### src/rtl/xgmii_pkg.sv
// XGMII control characters and scheduler state encoding.
// Shared between the TX scheduler and the 64b/66b encoder.
package xgmii_pkg;

  localparam logic [7:0] XGMII_IDLE      = 8'h07;
  localparam logic [7:0] XGMII_START     = 8'hFB;
  localparam logic [7:0] XGMII_TERMINATE = 8'hFD;
  localparam logic [7:0] XGMII_ERROR     = 8'hFE;
  localparam logic [7:0] PREAMBLE        = 8'h55;
  localparam logic [7:0] SFD             = 8'hD5;

  typedef enum logic [2:0] {
    S_IDLE,
    S_PRE,
    S_SFD,
    S_DATA,
    S_TERM,
    S_ERR,
    S_DRAIN
  } tx_state_t;

  function automatic logic [2:0] lane_count(
    input logic [3:0] keep
  );
    lane_count = 3'(keep[0]) + 3'(keep[1])
               + 3'(keep[2]) + 3'(keep[3]);
  endfunction

endpackage

### src/rtl/xgmii_term_builder.sv
// Builds a terminate word: k data lanes, /T/ in lane k,
// idles above it.
module xgmii_term_builder
  import xgmii_pkg::*;
(
  input  logic [31:0] data,
  input  logic [2:0]  lanes,
  output logic [31:0] term_data,
  output logic [3:0]  term_ctrl
);

  always_comb begin
    term_data = '0;
    term_ctrl = '0;
    for (int i = 0; i < 4; i++) begin
      if (3'(i) < lanes) begin
        term_data[8*i +: 8] = data[8*i +: 8];
        term_ctrl[i]        = 1'b0;
      end else if (3'(i) == lanes) begin
        term_data[8*i +: 8] = XGMII_TERMINATE;
        term_ctrl[i]        = 1'b1;
      end else begin
        term_data[8*i +: 8] = XGMII_IDLE;
        term_ctrl[i]        = 1'b1;
      end
    end
  end

endmodule

### src/rtl/xgmii_tx_scheduler.sv
// MAC frame to XGMII word sequencer with IPG and lane-0 start.
// Define XGMII_S4_START_EN to allow starts on the odd half-block.
module xgmii_tx_scheduler
  import xgmii_pkg::*;
#(
  parameter int XGMII_DATA_WIDTH = 32,
  parameter int XGMII_DATA_BYTES = 4,
  parameter int MIN_IPG_BYTES    = 12
) (
  input  logic                        tx_clk,
  input  logic                        tx_rst,
  input  logic [XGMII_DATA_WIDTH-1:0] s_tdata,
  input  logic [XGMII_DATA_BYTES-1:0] s_tkeep,
  input  logic                        s_tvalid,
  input  logic                        s_tlast,
  output logic                        s_tready,
  output logic [XGMII_DATA_WIDTH-1:0] xgmii_data_out,
  output logic [XGMII_DATA_BYTES-1:0] xgmii_ctrl_out,
  input  logic                        xgmii_ready_in,
  output logic                        frame_done,
  output logic                        underrun
);

  tx_state_t   state, state_n;
  logic        phase;
  logic [7:0]  ipg_cnt, ipg_n;
  logic        term_q, term_n;
  logic [31:0] data_n;
  logic [3:0]  ctrl_n;
  logic        done_n, unr_n;
  logic [2:0]  lanes;
  logic [31:0] t_data;
  logic [3:0]  t_ctrl;
  logic        aligned;
  logic        start;
  logic        from_input;

  assign lanes = lane_count(s_tkeep);

`ifdef XGMII_S4_START_EN
  assign aligned = 1'b1;
`else
  // phase 1 now means the next word opens a block
  assign aligned = phase;
`endif

  assign from_input = (state == S_SFD)
                   || (state == S_DATA);
  assign s_tready = (state == S_DRAIN)
                 || (xgmii_ready_in && from_input);
  assign start = s_tvalid && aligned
              && (ipg_cnt >= 8'(MIN_IPG_BYTES));

  xgmii_term_builder u_term (
    .data      (s_tdata),
    .lanes     (lanes),
    .term_data (t_data),
    .term_ctrl (t_ctrl)
  );

  always_comb begin
    state_n = state;
    ipg_n   = ipg_cnt;
    term_n  = term_q;
    data_n  = xgmii_data_out;
    ctrl_n  = xgmii_ctrl_out;
    done_n  = 1'b0;
    unr_n   = 1'b0;
    if (xgmii_ready_in) begin
      unique case (state)
        S_IDLE: begin
          done_n = term_q;
          term_n = 1'b0;
          if (start) begin
            state_n = S_PRE;
            data_n  = {{3{PREAMBLE}}, XGMII_START};
            ctrl_n  = 4'b0001;
          end else begin
            data_n = {4{XGMII_IDLE}};
            ctrl_n = 4'hF;
            ipg_n  = (ipg_cnt > 8'd251) ? 8'hFF
                   : ipg_cnt + 8'd4;
          end
        end
        S_PRE: begin
          state_n = S_SFD;
          data_n  = {SFD, {3{PREAMBLE}}};
          ctrl_n  = 4'b0000;
        end
        S_SFD, S_DATA: begin
          if (!s_tvalid) begin
            state_n = S_ERR;
            data_n  = {4{XGMII_ERROR}};
            ctrl_n  = 4'hF;
            unr_n   = 1'b1;
          end else if (s_tlast && lanes < 3'd4) begin
            state_n = S_IDLE;
            data_n  = t_data;
            ctrl_n  = t_ctrl;
            ipg_n   = {5'd0, 3'd4 - lanes};
            term_n  = 1'b1;
          end else begin
            state_n = s_tlast ? S_TERM : S_DATA;
            data_n  = s_tdata;
            ctrl_n  = 4'b0000;
          end
        end
        S_TERM: begin
          state_n = S_IDLE;
          data_n  = {{3{XGMII_IDLE}}, XGMII_TERMINATE};
          ctrl_n  = 4'hF;
          ipg_n   = 8'd4;
          term_n  = 1'b1;
        end
        S_ERR: begin
          state_n = S_DRAIN;
          data_n  = {4{XGMII_IDLE}};
          ctrl_n  = 4'hF;
        end
        S_DRAIN: begin
          data_n = {4{XGMII_IDLE}};
          ctrl_n = 4'hF;
        end
        default: state_n = S_IDLE;
      endcase
    end
    // drain accepts beats even while the encoder stalls
    if (state == S_DRAIN && s_tvalid && s_tlast) begin
      state_n = S_IDLE;
      ipg_n   = 8'd0;
    end
  end

  always_ff @(posedge tx_clk or negedge tx_rst) begin
    if (!tx_rst) begin
      state          <= S_IDLE;
      phase          <= 1'b0;
      ipg_cnt        <= 8'hFF;
      term_q         <= 1'b0;
      xgmii_data_out <= {4{XGMII_IDLE}};
      xgmii_ctrl_out <= 4'hF;
      frame_done     <= 1'b0;
      underrun       <= 1'b0;
    end else begin
      state          <= state_n;
      ipg_cnt        <= ipg_n;
      term_q         <= term_n;
      xgmii_data_out <= data_n;
      xgmii_ctrl_out <= ctrl_n;
      frame_done     <= done_n;
      underrun       <= unr_n;
      if (xgmii_ready_in) phase <= ~phase;
    end
  end

endmodule

### config.mk
export PLATFORM = sky130hd
export DESIGN_NAME = xgmii_tx_scheduler
export DESIGN_NICKNAME = d
export VERILOG_FILES = /design/src/rtl/xgmii_pkg.sv /design/src/rtl/xgmii_term_builder.sv /design/src/rtl/xgmii_tx_scheduler.sv
export SDC_FILE = /design/constraint.sdc
export NUM_CORES = 1
export LEC_CHECK = 0
export CORE_ASPECT_RATIO = 0.9
export CORE_MARGIN = 3
export CORE_UTILIZATION = 52
export DETAILED_ROUTE_END_ITERATION = 10
export GPL_ROUTABILITY_DRIVEN = 0
export PLACE_DENSITY = 0.88
export SLEW_MARGIN = 20
export SYNTH_ARGS = -nofsm -noshare
export SYNTH_HDL_FRONTEND = slang
export SYNTH_SLANG_ARGS = --single-unit
export TNS_END_PERCENT = 10
### constraint.sdc
create_clock -name tx_clk -period 4.8 [get_ports tx_clk]
set_clock_uncertainty 0.2 [all_clocks]
set_input_delay 0.48 -clock tx_clk [delete_from_list [all_inputs] [get_ports tx_clk]]
set_output_delay 0.48 -clock tx_clk [all_outputs]
set_load 0.005 [all_outputs]
== Word-level counts from Yosys, hierarchy flattened ==
Cells that the tools add are included.

* Add/sub/neg operators: 5
* $mul: 0
* Divide/modulo/power cells: 0
* Magnitude comparators: 7
* Equal/unequal tests: 16
* Shifts and indexed selects: 0
* Mux-type cells: 42
* Bitwise operators: 1
* Reductions and logical operators: 23

{| class="wikitable"
|+ Operators with widths
! operator !! number
|-
| $pmux W32 S5 || 1
|-
| $mux W8 || 14
|-
| $mux W32 || 2
|-
| $mux W31 || 1
|-
| $pmux W8 S3 || 1
|-
| $mux W3 || 6
|-
| $pmux W4 S4 || 1
|-
| $pmux W3 S5 || 1
|-
| $mux W4 || 3
|-
| $ne A3 B3 Y1 const B || 4
|-
| $mux W1 || 11
|-
| $eq A3 B3 Y1 const B || 3
|-
| $add A8 B3 Y8 const B || 1
|-
| $ge A8 B4 Y1 const B || 1
|-
| $gt A8 B8 Y1 const B || 1
|-
| $reduce_bool A4 Y1 || 2
|-
| $eq A2 B3 Y1 const A || 2
|-
| $eq A3 B2 Y1 const B || 2
|-
| $logic_and A1 B1 Y1 || 6
|-
| $logic_not A3 Y1 || 2
|-
| $lt A1 B3 Y1 const A || 2
|-
| $lt A2 B3 Y1 const A || 2
|-
| $reduce_and A5 Y1 || 1
|-
| $reduce_bool A5 Y1 || 1
|-
| other kinds (19) || 23
|}

* Register bits: 51
* Bits in latches: 0
* RAM bits: 0
* Memory bits (read-only): 0
* Input port bits: 41
* Memories: 0

== Longest topological paths before layout ==
* Depth after elaboration: 10
* Gate-level depth with buffers: 12
* Gate-level depth less buffers: 12

== By module ==
A second synthesis with hierarchy kept.

* Cells, all modules: 381
* Area total of the unflattened synthesis: 3342.0 µm²

{| class="wikitable"
|+ By module, submodules not included
! module !! times used !! cells each !! area an instance (µm²) !! sequential area each (µm²)
|-
| xgmii_tx_scheduler || 1 || 332 || 3049.2 || 1306.3
|-
| xgmii_term_builder || 1 || 49 || 292.8 || 0.0
|}

== Worst setup path before layout ==
No wires, ideal clock.

* Path kind: input-to-reg
* From: in s_tkeep[0]
* To: reg xgmii_data_out[3]
* Arrival time: 2757 ps
* Data required time: 4535 ps
* Slack: 1778 ps
* Stages: 10
* Path through: inv_1 > fa_1 > inv_1 > ha_1 > ha_1 > nand3b_2 > or4b_4 > and3_1 > a21oi_1 > o22a_1

* Longest elaborated chain between the ends: 9
* Elaborated cells on any way between the ends: 12
* Classes of those cells: add/sub (3); order compare (2); mux (5); reduce/logical (2)

{| class="wikitable"
|+ Ends and longest elaborated chain
! element !! RTL line !! RTL
|-
| start: declaration || xgmii_tx_scheduler.sv:13 || <nowiki>input logic [XGMII_DATA_BYTES-1:0] s_tkeep,</nowiki>
|-
| $add A1 B1 Y2 * || xgmii_pkg.sv:25 || <nowiki>lane_count = 3'(keep[0]) + 3'(keep[1])</nowiki>
|-
| $add A2 B1 Y3 * || xgmii_pkg.sv:26 || <nowiki>+ 3'(keep[2]) + 3'(keep[3]);</nowiki>
|-
| $add A3 B1 Y3 * || xgmii_pkg.sv:26 ||
|-
| branches (longest 3 deep; another with $lt A1 B3 Y1) || -- ||
|-
| $mux W32 * || xgmii_tx_scheduler.sv:96 || <nowiki>end else if (s_tlast && lanes < 3'd4) begin</nowiki>
|-
| $mux W32 * || xgmii_tx_scheduler.sv:91 || <nowiki>if (!s_tvalid) begin</nowiki>
|-
| $pmux W32 S5 * || xgmii_tx_scheduler.sv:70 || <nowiki>unique case (state)</nowiki>
|-
| end signal: assignment || xgmii_tx_scheduler.sv:140 || <nowiki>xgmii_data_out <= {4{XGMII_IDLE}};</nowiki>
|-
| end signal: assignment || xgmii_tx_scheduler.sv:148 || <nowiki>xgmii_data_out <= data_n;</nowiki>
|-
| end: declaration || xgmii_tx_scheduler.sv:17 || <nowiki>output logic [XGMII_DATA_WIDTH-1:0] xgmii_data_out,</nowiki>
|}

Every way passes the cells marked *.
A chain may end at the register's enable or synchronous reset.

== Final worst setup path ==
* From: in s_tkeep[0]
* To: reg xgmii_data_out[6]

The elaborated chain is that of the path after synthesis.

==> results.toml <==
[setup_path]
cpLargestDelayFamily = "adder cells"
max_stage_delay_ps = 610
crit_type = "input port to flip-flop"
arrival_ps = 3560
crit_path_max_fanout = 9
path_buf_inv = 3
cp_slowest_cell = "or4b_4"
cp_cell_sequence = "clkdlybuf4s50_1 -> inv_1 -> fa_1 -> inv_1 -> ha_1 -> ha_1 -> nand3b_2 -> or4b_4 -> a31oi_1 -> a211oi_1 -> a21oi_1"
critPathCaptureType = "flip-flop"
required_ps = 4840
startpoint_type = "input port"

[min_path]
min-delay-path-class = "input port to asynchronous set/reset pin"

[clock_network]
cts_inserted_buffers = 5
root_buffer = "clkbuf_8"
cts.path.max_buffers = 2
cts_resized = 0
hold_buffers = 0
clkLatencyLatePin_ps = 310
cts_tree = "yes"
htree_levels = 2
clk_pin_slew_ps = 100
cts_sinks = 51
postCtsSetupRepairBufs = 0

[power]
vdd_drop_max_mv = 0.308
p_per_area_nw_per_um2 = 554
p_leak_nw = 1.60

[sta]
setup_viol = 0
tightest_slew_ps = 1020
holdWs_ps = 62.6
setup_tns_ps = 0
finalHoldViolCount = 0
rsz0062_at_grt = "no"
final.min_clock_period_ps = 3520
min_period_over_period_pct = 73.3
max_slew_margin_pct = 31.7
max_freq_ghz = 0.284
slew_viol_final = 0

[synthesis]
synth_seq_cells = 51
syn_area_sq_um = 2920
synth_mux_area_share_pct = 0
synth_top_area_share_pct = 23.1
synth_top_family_by_area = "compound AO/OA/AOI/OAI gates"
synth_top_area_cell = "dfrtp_1"
postSynthAreaPerCell_sq_um = 9.07
synth.distinct_cells = 51
ys.warnings.count = 0
synth_fa_ha_area_share_pct = 4.80
synthFlopType = "dfrtp_1"
synth_edf_count = 0
async_reset_ff_share_pct = 100
synth_compound_area_share_pct = 27.6
synthCells = 322
synthTopCellsByArea = "dfrtp_1 (23%), dfstp_2 (22%), o21ai_0 (6.3%)"
yosysMostFrequentCell = "nand2_1"
yosysSeqAreaShare_pct = 44.7
synth_xor_area_share_pct = 1.20
synthSimpleGateAreaFrac_pct = 16.9
synth_fp_nets = 373
synth_common_cells = "nand2_1 (40), o21ai_0 (37), a21oi_1 (35)"

[layout]
n_fill_cell = 412
nNetsFinal = 441
multiInputGateArea_sq_um = 1480
fin_util_pct = 72.1
fin_area_sq_um = 3850
seq_area_sq_um = 1310
area_growth_pct = 32.0
diodes = 0
drive_gt1_share_pct = 12.8

[detailed_routing]
ant_nets = 0
vias = 2830
viasPerCell = 6.18
drt_wl_total_microns = 8400
wl_per_cell_microns = 18.3
firstDrtPassIters = 5
drc = 0
drt_first_iter_violations = 268

[floorplan]
initial_utilization_pct = 54.6
core_region_area_sq_um = 5350
die_x_microns = 85.0
fp-row-count = 25
pin_count = 80
fp.dieH_microns = 77.1
die-area_sq_um = 6550

[place]
place.port_buffers = 79
postPlaceCellArea_sq_um = 3720
hpwl_microns = 6020

[global_route]
grt_overflow_total = 0
grt_max_degree = 52
antenna_found_initial = 0
grt_pass1_vias = 2828
grt_pass1_wl_microns = 13900
grt_usage_pct = 26.8

[run_status]
status = "completed"

[flow_run]
cap_violations = 0
==> placed cells by master, fill, tap and decap left out, types with 3 or more instances in the layout <==
cell / n
a21boi_0: 3
nand3_1: 9
clkbuf_8: 5
o21ai_0: 37
o22a_1: 11
a31oi_1: 5
a22o_1: 4
and3_2: 3
nor2_1: 20
nand2_1: 40
o21ai_1: 3
ha_1: 8
o31ai_1: 3
clkdlybuf4s50_1: 78
o32a_1: 4
and3_1: 3
dfstp_2: 24
a21oi_1: 35
nand2b_1: 9
inv_1: 15
dfrtp_1: 27
==> final cells by class <==
cell class	instances	area share, %
timing repair buffer	81	20.8
tap	67	2.17
sequential	51	33.9
multi-input combinational	236	38.3
clock inverter	2	1.56
clock buffer	6	1.88
inverter	15	1.46
==> per-layer routing <==
layer	up-vias	part of all wire, %	global-route usage, %
met5	-	0	0
met4	0	2.2	9.65
met3	17	8.0	6.12
met2	152	48	41.9
met1	1377	42	36.6
li1	1284	-	-
==> path summary, 6_finish.rpt <==
path / from / endpoint / slack, ps / cells after the start
min in group tx_clk: xgmii_data_out[0] / xgmii_data_out[0] / 280 / 2
hold reg to reg: xgmii_data_out[0] / xgmii_data_out[0] / 280 / 2
setup / recovery: s_tkeep[0] / xgmii_data_out[6] / 1280 / 11
max in group asynchronous: tx_rst / xgmii_data_out[4] / 3900 / 2
setup reg to reg: state[1] / ipg_cnt[1] / 2090 / 5
hold / removal: tx_rst / term_q / 60 / 2
==> metrics by stage <==
stage	power [mW]	setup WS, ps	std cells
after floorplan	1.32	1780	322
after global placement	1.73	1140	450
after detailed placement	1.76	1050	450
after CTS	2.12	1290	458
after global routing	2.27	1150	458
final	2.13	1280	458
==> cells by family (layout without fill, tap and decap cells) <==
logic type | after synthesis | in the layout
AOI/OAI and AO/OA | 123 | 123
xor gates and xnor gates | 4 | 4
adders and majority gates | 10 | 10
buffers and inverters | 35 | 104
DFF | 51 | 51
and+or+nand+nor | 99 | 99
==> registers in the layout (all words and copies together), names as in the netlist <==
name and count:
aligned 1, frame_done 1, ipg_cnt 8, state 3, term_q 1, underrun 1
xgmii_ctrl_out 4, xgmii_data_out 32
==> power breakdown <==
part           switching [mW]  total (mW)  internal, mW
Combinational           0.467       0.966         0.499
Sequential              0.166       0.813         0.647
Clock                   0.147       0.355         0.208
Total                   0.779        2.13          1.36
==> worst register-to-register path, cell delays in order (launching register included) <==
cell      delay [ps]
dfrtp_1          850
nand2b_1         620
o221ai_4         480
o21ai_4          110
and3_2           180
a31o_2           210
Note: power is estimated with default switching activity, not from simulation.
